--- config.mk ---
export PLATFORM = sky130hd
export DESIGN_NAME = button_conditioner
export DESIGN_NICKNAME = d
export VERILOG_FILES = /design/src/rtl/button_conditioner.sv
export SDC_FILE = /design/constraint.sdc
export NUM_CORES = 1
export LEC_CHECK = 0
export CAP_MARGIN = 5
export CORE_ASPECT_RATIO = 0.75
export CORE_MARGIN = 1
export CORE_UTILIZATION = 25
export CTS_CLUSTER_DIAMETER = 120
export DETAILED_ROUTE_END_ITERATION = 6
export PLACE_DENSITY = 0.43
export SYNTH_ARGS = -nofsm -noshare
export SYNTH_HDL_FRONTEND = slang
export SYNTH_SLANG_ARGS = --single-unit
--- constraint.sdc ---
create_clock -name clk -period 5.7 [get_ports clk]
set_input_delay 1.14 -clock clk [delete_from_list [all_inputs] [get_ports clk]]
set_output_delay 1.14 -clock clk [all_outputs]
set_load 0.01 [all_outputs]
--- src/rtl/button_conditioner.sv ---
`default_nettype none
// ============================================================================
// Module      : button_conditioner
// Description : Turns raw, bouncing, active-low pushbuttons into clean
//               per-channel signals for the stopwatch/timer control logic.
//               Each channel has a 2-flop synchroniser, a stable-count
//               debouncer, press/release strobes, and a hold tracker that
//               emits one long-press strobe followed by periodic auto-repeat
//               strobes while the button stays down.
// Ports       : clk           - system clock
//               rst           - synchronous active-high reset
//               btn_n         - raw asynchronous buttons, 0 = pushed
//               pressed       - debounced level, 1 = pushed
//               press_pulse   - one-cycle strobe on accepted press
//               release_pulse - one-cycle strobe on accepted release
//               long_pulse    - one-cycle strobe when a press lasts
//                               LONG_CYCLES
//               repeat_pulse  - one-cycle strobe every REPEAT_CYCLES after
//                               long_pulse while still held
// Revision    : 1.0 - initial release
// ============================================================================
module button_conditioner #(
    parameter int N_BTN         = 4,
    parameter int DEB_CYCLES    = 500000,
    parameter int LONG_CYCLES   = 50000000,
    parameter int REPEAT_CYCLES = 10000000
) (
    input  logic             clk,
    input  logic             rst,
    input  logic [N_BTN-1:0] btn_n,
    output logic [N_BTN-1:0] pressed,
    output logic [N_BTN-1:0] press_pulse,
    output logic [N_BTN-1:0] release_pulse,
    output logic [N_BTN-1:0] long_pulse,
    output logic [N_BTN-1:0] repeat_pulse
);

    localparam int c_DCNT_W = $clog2(DEB_CYCLES);
    localparam int c_HMAX   = (LONG_CYCLES > REPEAT_CYCLES) ? LONG_CYCLES : REPEAT_CYCLES;
    // Keep the hold counter at least one bit wide when both periods are 1.
    localparam int c_HCNT_W = (c_HMAX > 1) ? $clog2(c_HMAX) : 1;

    localparam logic [c_DCNT_W-1:0] c_DEB_LAST  = c_DCNT_W'(DEB_CYCLES - 1);
    localparam logic [c_HCNT_W-1:0] c_LONG_LAST = c_HCNT_W'(LONG_CYCLES - 1);
    localparam logic [c_HCNT_W-1:0] c_REP_LAST  = c_HCNT_W'(REPEAT_CYCLES - 1);

    localparam logic [1:0] S_IDLE   = 2'd0;
    localparam logic [1:0] S_HELD   = 2'd1;
    localparam logic [1:0] S_REPEAT = 2'd2;

    // Synchroniser; resets to the released level so reset never looks like a press.
    logic [N_BTN-1:0] r_s1;
    logic [N_BTN-1:0] r_s2;

    always_ff @(posedge clk) begin
        if (rst) begin
            r_s1 <= '1;
            r_s2 <= '1;
        end else begin
            r_s1 <= btn_n;
            r_s2 <= r_s1;
        end
    end

    for (genvar i = 0; i < N_BTN; i++) begin : g_ch
        logic                r_stable;
        logic [c_DCNT_W-1:0] r_dcnt;
        logic                w_accept;
        logic                w_press_acc;
        logic                w_rel_acc;

        logic [1:0]          r_state;
        logic [1:0]          w_state_nxt;
        logic [c_HCNT_W-1:0] r_hcnt;
        logic [c_HCNT_W-1:0] w_hcnt_nxt;
        logic                w_long;
        logic                w_repeat;

        logic                r_pressed;
        logic                r_press_pulse;
        logic                r_release_pulse;
        logic                r_long_pulse;
        logic                r_repeat_pulse;

        // A level change is accepted on the edge that sees it for the
        // DEB_CYCLES-th consecutive time.
        assign w_accept    = (r_s2[i] != r_stable) && (r_dcnt == c_DEB_LAST);
        assign w_press_acc = w_accept && !r_s2[i];
        assign w_rel_acc   = w_accept &&  r_s2[i];

        always_ff @(posedge clk) begin
            if (rst) begin
                r_stable <= 1'b1;
                r_dcnt   <= '0;
            end else if (r_s2[i] == r_stable) begin
                r_dcnt   <= '0;
            end else if (w_accept) begin
                r_stable <= r_s2[i];
                r_dcnt   <= '0;
            end else begin
                r_dcnt   <= r_dcnt + 1'b1;
            end
        end

        // Release wins over any expiry on the same edge, so a strobe never
        // appears alongside or after the release.
        always_comb begin
            w_state_nxt = r_state;
            w_hcnt_nxt  = r_hcnt;
            w_long      = 1'b0;
            w_repeat    = 1'b0;
            if (w_rel_acc) begin
                w_state_nxt = S_IDLE;
                w_hcnt_nxt  = '0;
            end else begin
                case (r_state)
                    S_IDLE: begin
                        if (w_press_acc) begin
                            w_state_nxt = S_HELD;
                            w_hcnt_nxt  = '0;
                        end
                    end
                    S_HELD: begin
                        if (r_hcnt == c_LONG_LAST) begin
                            w_long      = 1'b1;
                            w_hcnt_nxt  = '0;
                            w_state_nxt = S_REPEAT;
                        end else begin
                            w_hcnt_nxt  = r_hcnt + 1'b1;
                        end
                    end
                    S_REPEAT: begin
                        if (r_hcnt == c_REP_LAST) begin
                            w_repeat    = 1'b1;
                            w_hcnt_nxt  = '0;
                        end else begin
                            w_hcnt_nxt  = r_hcnt + 1'b1;
                        end
                    end
                    default: begin
                        w_state_nxt = S_IDLE;
                        w_hcnt_nxt  = '0;
                    end
                endcase
            end
        end

        // pressed is updated on the same edge as the stable level so the
        // strobes line up with the first cycle of the new level.
        always_ff @(posedge clk) begin
            if (rst) begin
                r_state         <= S_IDLE;
                r_hcnt          <= '0;
                r_pressed       <= 1'b0;
                r_press_pulse   <= 1'b0;
                r_release_pulse <= 1'b0;
                r_long_pulse    <= 1'b0;
                r_repeat_pulse  <= 1'b0;
            end else begin
                r_state         <= w_state_nxt;
                r_hcnt          <= w_hcnt_nxt;
                if (w_accept) begin
                    r_pressed   <= !r_s2[i];
                end
                r_press_pulse   <= w_press_acc;
                r_release_pulse <= w_rel_acc;
                r_long_pulse    <= w_long;
                r_repeat_pulse  <= w_repeat;
            end
        end

        assign pressed[i]       = r_pressed;
        assign press_pulse[i]   = r_press_pulse;
        assign release_pulse[i] = r_release_pulse;
        assign long_pulse[i]    = r_long_pulse;
        assign repeat_pulse[i]  = r_repeat_pulse;
    end

endmodule
`default_nettype wire

==> qor.yml <==
setup_violations: 0
crit_arrival_ns: 3.82
gr-total-overflow: 0
end_kind: "flip-flop"
post-route-period-util: 0.5967
swShare: 0.2221
timing.final.hold_violations: 0
multi_input_area_sq_um: 6053
p_seq_frac: 0.445
status: "finished clean"
fillers: 4496
cp.buffers_inverters: 1
cts_resized: 0
antenna_found_initial: 0
syn_area_sq_um: 10920
vias: 9069
post-dp-hpwl_mm: 17.99
pwr-share-clk: 0.525
postCtsHoldBufs: 0
fmax_mhz: 294.0
wirelength_mm: 26.66
grt_setup_unrepaired: "false"
grt_pass1_wl_mm: 44.63
fin_setup_tns_ns: 0
drive_gt1_frac: 0.06702
crit_type: "flip-flop to flip-flop"
grt_pass1_vias: 8464
postSynthNetCount: 1326
core_sq_um: 42530
worstPathCellList: "or4b_1 > or3_4 > o31ai_1 > nor2_1 > buf_4 > a221o_1"
clk_latency_ns: 0.55
synth_edf_count: 0
ant_nets: 0
synth_cell_type_count: 72
crit_required_ns: 6.11
pin_count: 26
die_w_um: 243.4
hold_start: "r_s1[1]"
clkSlewWorstSetupHoldPaths_ns: 0.06
grtUsageMet1: 0.1830
p_comb_frac: 0.030
syn_avg_cell_area_sq_um: 8.434
cts_num_sinks: 220
yosysWarnings: 0
switching_power_uw: 772.9
min_period_ns: 3.401
post_cts_buffers: 0
areaGrowthSynthToFinish_pct: 15.36
grt_max_degree: 27
leakage_nw: 3.934
startpoint_type: "flip-flop"
tritoncts: "yes"
drt_first_pass_iters: 5
power.internal_mw: 2.708
start_util: 0.2568
die_h_um: 183.0
tightest_slew_ns: 1.049
min_to: "r_s2[1]"
final_cells: 1882
cp_slowest_cell: "o31ai_1"
viasPerCell: 4.819
cts-htree-levels: 1
hold_path.class: "flip-flop to flip-flop"
reg2reg_from: "g_ch[2].r_dcnt[6]"
drv_cap: 0
synth-seq-cells: 220
cts_buffers: 26
maxSlewViolCount: 0
async_flop_share: 0
seq_area_frac_synth: 0.4033
diodes: 0
grtUsageMet2: 0.1650
seq_area_sq_um: 4404
clock-root-buffer: "clkbuf_16"
rrSetupSlack_ns: 2.30
path_max_fanout: 11
num_rows: 65
fin_nets: 1324
crit_family: "simple AND/OR/NAND/NOR gates"
met3_usage: 0.02239
routedWlPerCell_um: 14.17
holdPathStages: 1
dieArea_sq_um: 44540
ys.flop_type: "dfxtp_1"
ir_worst_vdd_mv: 0.2050
timing.rr.end: "g_ch[2].r_hcnt[8]"
power_density_nw_per_um2: 276.3
gp_congestion: 0.7901
busiest_layer: "met1"
place.port_buffers: 25
drt_first_iter_violations: 439
clock_skew_ns: 0.02911
relSlewSlack: 0.2945
dp_cells: 1834
reg2regPathDepth: 6
slowest_delay_ns: 0.89
post-route-drc-count: 0
cts.path.max_buffers: 3
netlist_instances: 1295
grt_usage: 0.1188
sequential cells by signal, indices dropped and copies added (netlist names):
name and count:
g_ch.r_long_pulse 4, g_ch.r_release_pulse 4, r_s1 4, g_ch.r_press_pulse 4, g_ch.r_hcnt 104, r_s2 4, g_ch.r_stable 4, g_ch.r_pressed 4
g_ch.r_state 8, g_ch.r_repeat_pulse 4, g_ch.r_dcnt 76
power groups by stage:
stage | sequential [mW] | combinational [mW] | clock (mW)
floorplan | 1.58 | 0.0721 | 0
global route | 1.55 | 0.118 | 1.96
global placement | 1.58 | 0.107 | 0
detailed placement | 1.58 | 0.107 | 0
finish | 1.55 | 0.106 | 1.83
CTS | 1.55 | 0.108 | 1.89
metrics by stage:
stage / power (mW) / hold slack, ns / utilization / area, sq um / setup WS [ns]
after global placement: 1.690 / 0.3925 / 0.2740 / 11660 / 2.040
after global routing: 3.630 / 0.4121 / 0.2962 / 12600 / 2.124
after CTS: 3.550 / 0.4094 / 0.2962 / 12600 / 2.368
after floorplan: 1.654 / 0.3895 / - / 10920 / 3.023
final: 3.481 / 0.4046 / 0.2962 / 12600 / 2.299
after detailed placement: 1.690 / 0.3964 / 0.2740 / 11660 / 2.033
synthesized netlist by cell type (4+ instances only):
library cell,count,area share
ha_1,25,0.029
nand3_1,99,0.045
and2_1,12,0.0069
o31ai_1,32,0.022
nor2b_1,6,0.0034
a41oi_1,6,0.0048
nand2b_1,5,0.0029
a22oi_1,19,0.013
a32oi_1,6,0.0048
nor2_1,153,0.053
buf_4,20,0.014
dfxtp_1,220,0.40
and4_1,16,0.013
xor2_1,45,0.036
o21ai_0,17,0.0078
mux2i_1,4,0.0037
nor3_1,50,0.023
or4b_2,4,0.0037
or4_1,8,0.0055
or2_2,11,0.0063
clkbuf_1,41,0.014
and4b_1,4,0.0037
nand4b_1,6,0.0048
nand3b_1,10,0.0069
nand2_1,116,0.040
buf_2,6,0.0027
nor4b_1,13,0.010
a31oi_1,13,0.0074
nor3b_1,7,0.0048
a221o_1,7,0.0064
a21oi_1,23,0.011
and3_1,56,0.032
inv_1,35,0.012
nor4_1,21,0.012
or3_1,15,0.0086
xnor2_1,54,0.043
nand4_1,51,0.029
a211oi_1,4,0.0027
kinds of logic after synthesis:
| group | count (synthesis) | share of synthesized area |
|---|---|---|
| simple gates | 681 | 0.3319 |
| flops | 220 | 0.4033 |
| compound gates | 162 | 0.1092 |
| buf+inv | 104 | 0.04399 |
| xor+xnor | 99 | 0.07939 |
| fa+ha+maj | 25 | 0.02864 |
| mux | 4 | 0.003666 |
worst max path at each step:
| stage | from | end | cells past startpoint |
|---|---|---|---|
| global placement | rst | g_ch[2].r_hcnt[22] | 5 |
| global route | g_ch[2].r_dcnt[6] | g_ch[2].r_hcnt[8] | 6 |
| floorplan | rst | g_ch[1].r_hcnt[18] | 7 |
| detailed placement | rst | g_ch[2].r_hcnt[2] | 5 |
| CTS | g_ch[2].r_dcnt[6] | g_ch[2].r_hcnt[8] | 6 |
| finish | g_ch[2].r_dcnt[6] | g_ch[2].r_hcnt[8] | 6 |
metal layers:
metal / vias up / routed length [um]
met4: 0 / 552
li1: 4688 / -
met3: 34 / 895
met1: 4238 / 14940
met2: 109 / 10280
met5: - / 0
cells in the final DEF (no fill, tap or decap), types with 25 or more instances in the layout:
master / instances
and3_1: 56
clkbuf_16: 27
clkdlybuf4s50_1: 25
dfxtp_1: 220
ha_1: 25
inv_1: 35
nand2_1: 116
nand3_1: 99
nand4_1: 51
nor2_1: 153
nor3_1: 50
o31ai_1: 32
xnor2_1: 54
xor2_1: 45
layout make-up:
| class | instances | area share |
|---|---|---|
| multi-input combinational | 971 | 0.4804 |
| sequential | 220 | 0.3496 |
| clock buffer | 35 | 0.05839 |
| tap | 569 | 0.05650 |
| timing repair buffer | 39 | 0.02820 |
| clock inverter | 13 | 0.01648 |
| inverter | 35 | 0.01043 |
worst reg2reg max path, cell delays in order, from the launching register on:
cell	delay (ns)
dfxtp_1	0.36
or4b_1	0.57
or3_4	0.40
o31ai_1	0.89
nor2_1	0.41
buf_4	0.31
a221o_1	0.35
Power figures use the tool's default switching activity.
